**src/rtl/vfu_slot_responder.sv**
```systemverilog
// vfu_slot_responder: VFU-side endpoint of the slot request interface.
// It accepts requests, runs a simple integer op through a fixed-latency
// pipeline, and returns in-order responses through a credit-protected queue.
// Optional feature macro: VFU_SLOT_RESPONDER_FLOW_EN. When it is defined, the
// last pipeline stage may drive io_out directly if the response queue is empty.
module vfu_slot_responder #(
    parameter int unsigned LATENCY     = 2,
    parameter int unsigned QUEUE_DEPTH = 4
) (
    input  logic        clock,
    input  logic        reset,
    output logic        io_in_ready,
    input  logic        io_in_valid,
    input  logic [32:0] io_in_bits_src_0,
    input  logic [32:0] io_in_bits_src_1,
    input  logic [3:0]  io_in_bits_opcode,
    input  logic [3:0]  io_in_bits_mask,
    input  logic [1:0]  io_in_bits_executeIndex,
    input  logic [5:0]  io_in_bits_groupIndex,
    input  logic [1:0]  io_in_bits_tag,
    input  logic        io_out_ready,
    output logic        io_out_valid,
    output logic [31:0] io_out_bits_data,
    output logic [1:0]  io_out_bits_executeIndex,
    output logic [5:0]  io_out_bits_groupIndex,
    output logic [1:0]  io_out_bits_tag
);

    localparam int unsigned PTR_W = (QUEUE_DEPTH > 1) ? $clog2(QUEUE_DEPTH) : 1;
    localparam int unsigned OCC_W = $clog2(QUEUE_DEPTH + 1);

    // Outstanding credits: pipeline entries plus queued responses
    logic [OCC_W-1:0] occ;
    logic             accept;
    logic             pop;

    // Execute-stage result
    logic [31:0]      exec_data;

    // Pipeline stages
    logic [LATENCY-1:0] st_valid;
    logic [31:0]        st_data [LATENCY];
    logic [1:0]         st_eidx [LATENCY];
    logic [5:0]         st_gidx [LATENCY];
    logic [1:0]         st_tag  [LATENCY];
    logic               last_valid;

    // Response queue
    logic [31:0]      q_data [QUEUE_DEPTH];
    logic [1:0]       q_eidx [QUEUE_DEPTH];
    logic [5:0]       q_gidx [QUEUE_DEPTH];
    logic [1:0]       q_tag  [QUEUE_DEPTH];
    logic [PTR_W-1:0] head;
    logic [PTR_W-1:0] tail;
    logic [OCC_W-1:0] count;
    logic             queue_empty;
    logic             enq;
    logic             deq;
    logic             bypass;

    // Bit 32 of each operand is carried on the interface but has no meaning here
    logic             unused_src_msb;
    assign unused_src_msb = io_in_bits_src_0[32] ^ io_in_bits_src_1[32];

    function automatic logic [PTR_W-1:0] ptr_inc(input logic [PTR_W-1:0] p);
        return (p == PTR_W'(QUEUE_DEPTH - 1)) ? '0 : p + 1'b1;
    endfunction

    assign io_in_ready = !reset && (occ < OCC_W'(QUEUE_DEPTH));
    assign accept      = io_in_valid && io_in_ready;
    assign pop         = io_out_valid && io_out_ready;
    assign last_valid  = st_valid[LATENCY-1];
    assign queue_empty = (count == '0);
    assign deq         = !queue_empty && io_out_ready;

`ifdef VFU_SLOT_RESPONDER_FLOW_EN
    assign io_out_valid = !queue_empty || last_valid;
    assign bypass       = queue_empty && last_valid && io_out_ready;
`else
    assign io_out_valid = !queue_empty;
    assign bypass       = 1'b0;
`endif

    // A bypassed entry is consumed straight from the last stage and never queued
    assign enq = last_valid && !bypass;

    // Execute the op on the low 32 bits and clear disabled result bytes
    always_comb begin
        exec_data = '0;
        case (io_in_bits_opcode)
            4'd0:    exec_data = io_in_bits_src_0[31:0] & io_in_bits_src_1[31:0];
            4'd1:    exec_data = io_in_bits_src_0[31:0] | io_in_bits_src_1[31:0];
            4'd2:    exec_data = io_in_bits_src_0[31:0] ^ io_in_bits_src_1[31:0];
            4'd3:    exec_data = io_in_bits_src_0[31:0] + io_in_bits_src_1[31:0];
            default: exec_data = io_in_bits_src_0[31:0];
        endcase
        for (int unsigned i = 0; i < 4; i++) begin
            if (!io_in_bits_mask[i]) begin
                exec_data[i*8 +: 8] = '0;
            end
        end
    end

    // Credit counter: accept and pop in the same cycle cancel out
    always_ff @(posedge clock or posedge reset) begin
        if (reset) begin
            occ <= '0;
        end else begin
            case ({accept, pop})
                2'b10:   occ <= occ + 1'b1;
                2'b01:   occ <= occ - 1'b1;
                default: occ <= occ;
            endcase
        end
    end

    // Pipeline valid bits shift every cycle; the pipeline never stalls
    always_ff @(posedge clock or posedge reset) begin
        if (reset) begin
            st_valid <= '0;
        end else begin
            st_valid[0] <= accept;
            for (int unsigned i = 1; i < LATENCY; i++) begin
                st_valid[i] <= st_valid[i-1];
            end
        end
    end

    // Pipeline payload follows the valid bits and needs no reset
    always_ff @(posedge clock) begin
        st_data[0] <= exec_data;
        st_eidx[0] <= io_in_bits_executeIndex;
        st_gidx[0] <= io_in_bits_groupIndex;
        st_tag[0]  <= io_in_bits_tag;
        for (int unsigned i = 1; i < LATENCY; i++) begin
            st_data[i] <= st_data[i-1];
            st_eidx[i] <= st_eidx[i-1];
            st_gidx[i] <= st_gidx[i-1];
            st_tag[i]  <= st_tag[i-1];
        end
    end

    // Queue pointers and occupancy
    always_ff @(posedge clock or posedge reset) begin
        if (reset) begin
            head  <= '0;
            tail  <= '0;
            count <= '0;
        end else begin
            if (enq) begin
                tail <= ptr_inc(tail);
            end
            if (deq) begin
                head <= ptr_inc(head);
            end
            case ({enq, deq})
                2'b10:   count <= count + 1'b1;
                2'b01:   count <= count - 1'b1;
                default: count <= count;
            endcase
        end
    end

    // Queue storage written at the tail as entries leave the pipeline
    always_ff @(posedge clock) begin
        if (enq) begin
            q_data[tail] <= st_data[LATENCY-1];
            q_eidx[tail] <= st_eidx[LATENCY-1];
            q_gidx[tail] <= st_gidx[LATENCY-1];
            q_tag[tail]  <= st_tag[LATENCY-1];
        end
    end

    // Response bits come from the queue head, or the last stage when bypassing
    always_comb begin
        io_out_bits_data         = '0;
        io_out_bits_executeIndex = '0;
        io_out_bits_groupIndex   = '0;
        io_out_bits_tag          = '0;
        if (!queue_empty) begin
            io_out_bits_data         = q_data[head];
            io_out_bits_executeIndex = q_eidx[head];
            io_out_bits_groupIndex   = q_gidx[head];
            io_out_bits_tag          = q_tag[head];
        end
`ifdef VFU_SLOT_RESPONDER_FLOW_EN
        else if (last_valid) begin
            io_out_bits_data         = st_data[LATENCY-1];
            io_out_bits_executeIndex = st_eidx[LATENCY-1];
            io_out_bits_groupIndex   = st_gidx[LATENCY-1];
            io_out_bits_tag          = st_tag[LATENCY-1];
        end
`endif
    end

endmodule

```
**config.mk**
```make
export PLATFORM = sky130hd
export DESIGN_NAME = vfu_slot_responder
export DESIGN_NICKNAME = d
export VERILOG_FILES = /design/src/rtl/vfu_slot_responder.sv
export SDC_FILE = /design/constraint.sdc
export NUM_CORES = 1
export LEC_CHECK = 0
export ABC_AREA = 0
export BUFFER_PORTS_ARGS = -buffer_cell sky130_fd_sc_hd__buf_2
export CAP_MARGIN = 20
export CORE_AREA = 2 2 208 210
export DETAILED_ROUTE_END_ITERATION = 12
export DIE_AREA = 0 0 210 212
export GPL_TIMING_DRIVEN = 0
export SETUP_SLACK_MARGIN = 0.2
export SLEW_MARGIN = 25
export SYNTH_ARGS = -nofsm -noshare
export SYNTH_HDL_FRONTEND = slang
export SYNTH_SLANG_ARGS = --single-unit
```
**constraint.sdc**
```tcl
create_clock -name clock -period 2.3 [get_ports clock]
set_input_delay 0.345 -clock clock [delete_from_list [all_inputs] [get_ports clock]]
set_output_delay 0.345 -clock clock [all_outputs]
set_load 0.05 [all_outputs]
```
# Yosys cells after proc, flatten, opt, wreduce, memory -nomap -nowiden
# Memories as Yosys holds them, arrays and structs flattened.
# Cells that the tools add are included.
[classes]
add_sub_neg = 7
order_cmp = 1
eq_ne = 9
n_mux = 15
bitwise_logic = 3
n_reduce_logical = 9
[ops]
columns = ["op", "count"]
rows = [
  ["$pmux W32 S4", 1],
  ["$add A32 B32 Y32", 1],
  ["$and A32 B32 Y32", 1],
  ["$mux W32", 1],
  ["$mux W8", 4],
  ["$or A32 B32 Y32", 1],
  ["$xor A32 B32 Y32", 1],
  ["$pmux W3 S2", 2],
  ["$eq A2 B2 Y1 const B", 4],
  ["$eq A4 B2 Y1 const B", 2],
  ["$mux W2", 4],
  ["$add A3 B1 Y3 const B", 2],
  ["$mux W6", 1],
  ["$sub A3 B1 Y3 const B", 2],
  ["$add A2 B1 Y2 const B", 2],
  ["$eq A2 B1 Y1 const B", 2],
  ["$eq A4 B1 Y1 const B", 1],
  ["$logic_not A4 Y1", 1],
  ["$reduce_bool A2 Y1", 2],
  ["$logic_and A1 B1 Y1", 3],
  ["$logic_not A3 Y1", 1],
  ["$lt A3 B3 Y1 const B", 1],
  ["$logic_not A1 Y1", 2],
  ["$mux W1", 2],
]
[word_totals]
reg_bits = 12
mem_bits_rw = 252
input_bits = 88
out_inout_bits = 44
elab_cells = 57
n_memories = 8
[memory_table]
columns = ["memory", "depth", "word_bits", "read_ports", "rd_clocked_by_memory_dff", "write_ports", "line_no", "rtl"]
rows = [
  ["q_data", 4, 32, 1, 0, 1, "49", "logic [31:0] q_data [QUEUE_DEPTH];"],
  ["st_data", 2, 32, 2, 0, 2, "42", "logic [31:0] st_data [LATENCY];"],
  ["q_gidx", 4, 6, 1, 0, 1, "51", "logic [5:0] q_gidx [QUEUE_DEPTH];"],
  ["st_gidx", 2, 6, 2, 0, 2, "44", "logic [5:0] st_gidx [LATENCY];"],
  ["q_eidx", 4, 2, 1, 0, 1, "50", "logic [1:0] q_eidx [QUEUE_DEPTH];"],
  ["q_tag", 4, 2, 1, 0, 1, "52", "logic [1:0] q_tag [QUEUE_DEPTH];"],
  ["+2 memories", "n/a", "n/a", "n/a", "n/a", "n/a", "n/a", ""],
]

# Longest topological paths before layout
[logic_depth]
ltp_word = 5
depth_mapped = 10
mapped_depth_nobuf = 9

# Worst setup path before layout
# OpenSTA, ideal clock, no wires.
[synth_timing]
kind = "input port to flip-flop"
startpoint = "in io_in_bits_src_0[0]"
endpoint = "mem st_data[0][20]"
t_arrival_ps = 2463
required_time_ps = 2214
path_slack_ps = -249
path_stages = 9
path_buffers = 0
path_cell_list = "ha_1 > fa_1 > a21o_1 > a221oi_1 > o21a_1 > o2111ai_1 > and2b_1 > xnor2_1 > a211oi_1"
[synth_lines]
columns = ["item", "line_no", "rtl"]
rows = [
  ["start, declared", "14", "input logic [32:0] io_in_bits_src_0,"],
  ["end, declared", "42", ""],
]

# Worst setup path in the final report
[layout_timing]
startpoint = "reg head[0]"
endpoint = "out io_out_bits_tag[1]"
[layout_via]
elab_chain_len = 2
[layout_rtl]
columns = ["item", "line_no", "rtl"]
rows = [
  ["start, declared", "53", "logic [PTR_W-1:0] head;"],
  ["start signal, assigned", "154", "head <= ptr_inc(head);"],
  ["$mem_v2 Z4 W2", "n/a", ""],
  ["$mux W2", "180", "if (!queue_empty) begin"],
  ["end, declared", "26", "output logic [1:0] io_out_bits_tag"],
]
# No other way between the ends.

==> impl_metrics.csv <==
group,metric,value,unit
run_status,status,"finished, violations left",
run_status,failed_checks,"setup timing",
yosys,post_synth_fa_ha_maj_area_fraction,7.548,%
yosys,synth_sequential_area_ratio,55.92,%
placement,gpl.final_weighted_congestion,0.9086,
worst_setup_path,crit_start,"head[0]",
clock_network,cts.root.buffer_cell,"clkbuf_16",
worst_setup_path,worst_setup_path_end_kind,"output port",
worst_setup_path,timing.critical_path.cells,"clkbuf_16 > buf_8 > buf_4 > mux4_2 > and2_4 > buf_6",
layout,layout.cell_area.non_filler,16330,µm²
power,power_frac_seq,31.3,%
worst_setup_path,critical-path-max-stage-delay,0.48,ns
grt,groute.layer.met2.usage,25.90,%
grt,grt_antenna_before_repair,6,
floorplan,die_x,210,µm
yosys,share_of_the_synthesized_area_in_compound_gates_ao_oa_aoi_oai,11.03,%
grt,met1_usage_grt,19.06,%
placement,port-buffer-count,125,
grt,grt_pass1_vias,8830,
yosys,synth.largest_area_cell,"edfxtp_1",
flow_run,max-cap-violations,0,
layout,final_net_count,1379,
sta,fin_crit,2.521,ns
clock_network,clk_latency,0.52,ns
worst_setup_path,rrSetupSlack,0.24,ns
worst_hold_path,hold-path-cell-count,3,
grt,grt_max_degree,41,
worst_setup_path,timing.critical_path.from_type,"flop",
yosys,share_of_synthesized_registers_carrying_an_async_set_or_reset,4.545,%
power,power_frac_comb,45.5,%
placement,dp.cells,1688,
yosys,muxShareOfSynthArea,10.03,%
detailed_routing,route.detailed.wl_per_inst,19.14,µm
floorplan,core_area,42510,µm²
worst_setup_path,cp_top_family,"buffers and inverters",
worst_setup_path,critPathSlowestCell,"mux4_2",
worst_setup_path,cp.depth,6,
placement,hpwlAfterDp,23.64,mm
worst_hold_path,min_path_type,"in2reg",
yosys,synth.top_cell.area_share,40.15,%
floorplan,die_y,212,µm
clock_network,clock_sink_count,264,
layout,final_cells,1786,
sta,post-route-period-util,109.6,%
power,clock_power_share,23.2,%
yosys,synth_enable_flop_cells,168,
yosys,yosysUniqueCellTypes,74,
yosys,synth.top_cells.by_area,"edfxtp_1, dfxtp_1, mux4_2",
worst_setup_path,required,1.96,ns
detailed_routing,dr_total_vias,8713,
detailed_routing,drcViolationCount,0,
detailed_routing,detail-route-antenna-nets,0,
worst_setup_path,cp_max_fo,6,
grt,grt_overflow_total,0,
yosys,number_of_instances_in_the_synthesized_netlist,1013,
clock_network,tritoncts,"done",
sta,max_frequency,396.7,MHz
layout,seqCellArea,7027,µm²
power,power_density_cells,1110,nW/µm²
layout,fillCellCount,4045,
layout,post_route_cells_drive_above_1_share,31.69,%
power,power.ir.vdd_worst,0.6508,mV
detailed_routing,drt-total-wl,34.18,mm
detailed_routing,drt-pass1-iter-count,5,
sta,final.setup_skew,0.004460,ns
floorplan,design.portCount,132,
worst_setup_path,arrival,2.18,ns
sta,hold_viol_final,0,
grt,global_route_layer_with_the_greatest_usage,"met2",
yosys,number_of_synthesized_register_bits,264,
detailed_routing,drt_first_iter_violations,497,
layout,area_delta_synth_final,29.95,%
sta,transition_time_at_the_pin_with_the_least_slew_margin,0.9194,ns
grt,global_route_wire_length_before_repair,50.98,mm
yosys,synth_simple_gate_area_share,9.549,%
yosys,synth_area_per_cell,12.40,µm²
worst_setup_path,critical_path.endpoint,"io_out_bits_tag[1]",
yosys,combinational_family_with_the_most_area_after_synthesis,"compound AO/OA/AOI/OAI gates",
worst_setup_path,critical_path_class,"reg2out",
sta,timing_max_transition_violations_final,0,
yosys,synth_ff_type,"edfxtp_1",
yosys,postSynthNetCount,1175,
grt,met3_usage,2.541,%
clock_network,clk_pin_slew,0.06,ns
power,p_sw_share,34.42,%
layout,multiInputGateArea,5300,µm²
worst_setup_path,timing.reg2reg.worst_path_depth,11,
sta,rsz0062_at_grt,"yes",
worst_setup_path,worstReg2RegEnd,"count[2]",
clock_network,tritoncts.num_buffers,26,
sta,layout_setup_ws,-0.2206,ns
detailed_routing,via_per_inst,4.878,
floorplan,die_area,44520,µm²
clock_network,cts_max_path_buffers,3,
clock_network,cts_max_level,1,
floorplan,floorplan.rows,76,
power,leakage,6.517,nW
yosys,summed_instance_area_of_the_synthesized_netlist,12570,µm²
floorplan,start_util,29.56,%
power,cell_internal_pwr,11.89,mW
worst_setup_path,timing.critical_path.buf_inv,4,
power,power.switching,6.241,mW
yosys,post_synth_xor_xnor_area,0.7667,%
placement,detailed_place.area,14070,µm²
sta,max_slew_headroom_at_the_worst_pin,38.71,%
yosys,yosys_warnings,0,
grt,grt_use_total,14.93,%
sta,final-setup-viol-count,42,
worst_setup_path,crit_reg_reg_startpoint,"count[2]",
## cell usage in the layout (no fill, tap or decap), types with 16 or more instances in the layout
| cell type | count |
|---|---|
| buf_2 | 82 |
| buf_6 | 26 |
| a21oi_1 | 50 |
| nor2_1 | 35 |
| nand2_1 | 63 |
| mux2i_1 | 19 |
| edfxtp_1 | 168 |
| dfxtp_1 | 84 |
| clkbuf_16 | 32 |
| buf_8 | 29 |
| nand3_1 | 16 |
| inv_1 | 86 |
| o21ai_0 | 37 |
| buf_4 | 30 |
| and2_4 | 45 |
| ha_1 | 63 |
| clkbuf_1 | 20 |
| mux4_2 | 45 |
## worst register-to-register path, cell delays in order, from the launching register on
cell and delay [ns]:
dfrtp_1 0.38, or3_4 0.39, buf_8 0.14, buf_6 0.13, nand2_4 0.07, inv_4 0.05
ha_4 0.16, inv_2 0.06, fa_2 0.20, xor2_1 0.16, nor2_1 0.08, xor2_1 0.13
## worst min path at each step
stage | to | start
final | st_data[0][19] | io_in_bits_src_0[19]
after global routing | st_data[0][18] | io_in_bits_src_0[18]
after CTS | st_valid[0] | io_in_valid
after detailed placement | st_data[0][36] | st_data[0][4]
after global placement | st_data[0][45] | st_data[0][13]
after floorplan | count[0] | reset
## state kept, by name (all words and copies together), names as in the netlist, 4 cells and up
register / count
st_gidx: 12
q_data: 128
q_gidx: 24
st_eidx: 4
q_tag: 8
st_tag: 4
q_eidx: 8
st_data: 64
## synthesized netlist by cell type (5+ instances only)
cell,count
a211oi_1,12
a21boi_0,5
a21o_1,10
a21oi_1,60
a31oi_1,12
and2_1,53
and3_1,7
buf_1,5
buf_2,5
buf_6,6
clkbuf_1,36
dfrtp_1,12
dfxtp_1,84
edfxtp_1,168
ha_1,71
inv_1,89
mux2i_1,19
mux4_2,45
nand2_1,64
nand2b_1,5
nand3_1,16
nand4_1,11
nor2_1,37
nor2b_1,7
nor3_1,8
o2111ai_1,5
o211ai_1,9
o21ai_0,38
o21ai_1,15
o221ai_1,11
o22ai_1,6
or3_1,6
xnor2_1,6
xor2_1,5
## routing by layer
| metal | vias up | routed length [µm] |
|---|---|---|
| met5 | - | 11 |
| met3 | 72 | 2092 |
| li1 | 4136 | - |
| met1 | 4217 | 14540 |
| met2 | 286 | 16490 |
| met4 | 2 | 1039 |
## kinds of logic (layout without fill, tap and decap cells)
group	Yosys count	count (layout)
xor+xnor	11	11
simple gates	231	231
other cells	0	3
compound gates	216	216
buf+inv	148	372
mux	69	69
fa+ha+maj	74	74
flops	264	264
## layout make-up
class,count,area share [%]
sequential,264,43.03
multi-input combinational,601,32.46
timing repair buffer,176,9.792
antenna,3,0.04597
buffer,58,3.004
inverter,90,2.084
tap,546,4.184
clock buffer,40,5.065
clock inverter,8,0.3371
## through the flow
stage          utilization (%)  hold slack [ns]  setup slack [ns]  setup TNS [ns]  power, mW
4_1_cts                  37.61          0.04096           -0.2359          -6.767      17.91
6_report                 38.42          0.08787           -0.2206          -7.061      18.13
3_5_place_dp             33.09           0.3121           -0.8156          -19.43      11.64
2_1_floorplan                -           0.2097          -0.06225         -0.1263      10.11
5_1_grt                  38.41          0.08727           -0.2983          -9.916      18.90
3_3_place_gp             32.87           0.3128           -0.7974         -112.74      11.52
## power by group through the flow
stage | logic [mW] | registers (mW) | clock network, mW
4_1_cts | 7.90 | 5.67 | 4.34
3_5_place_dp | 5.87 | 5.77 | 0
3_3_place_gp | 5.76 | 5.76 | 0
6_report | 8.25 | 5.67 | 4.21
2_1_floorplan | 4.39 | 5.72 | 0
5_1_grt | 8.69 | 5.70 | 4.50
## timing repair
| action | CTS | global route |
|---|---|---|
| setup buffers | 17 | 16 |
| pin swaps | 34 | 30 |
| endpoints found under the setup margin | 65 | 61 |
| endpoints found under the hold margin | 22 | 0 |
| hold buffers | 11 | 0 |
| cloned | 2 | 1 |
| gates resized for setup | 219 | 55 |
Note: power is estimated with default switching activity, not from simulation.
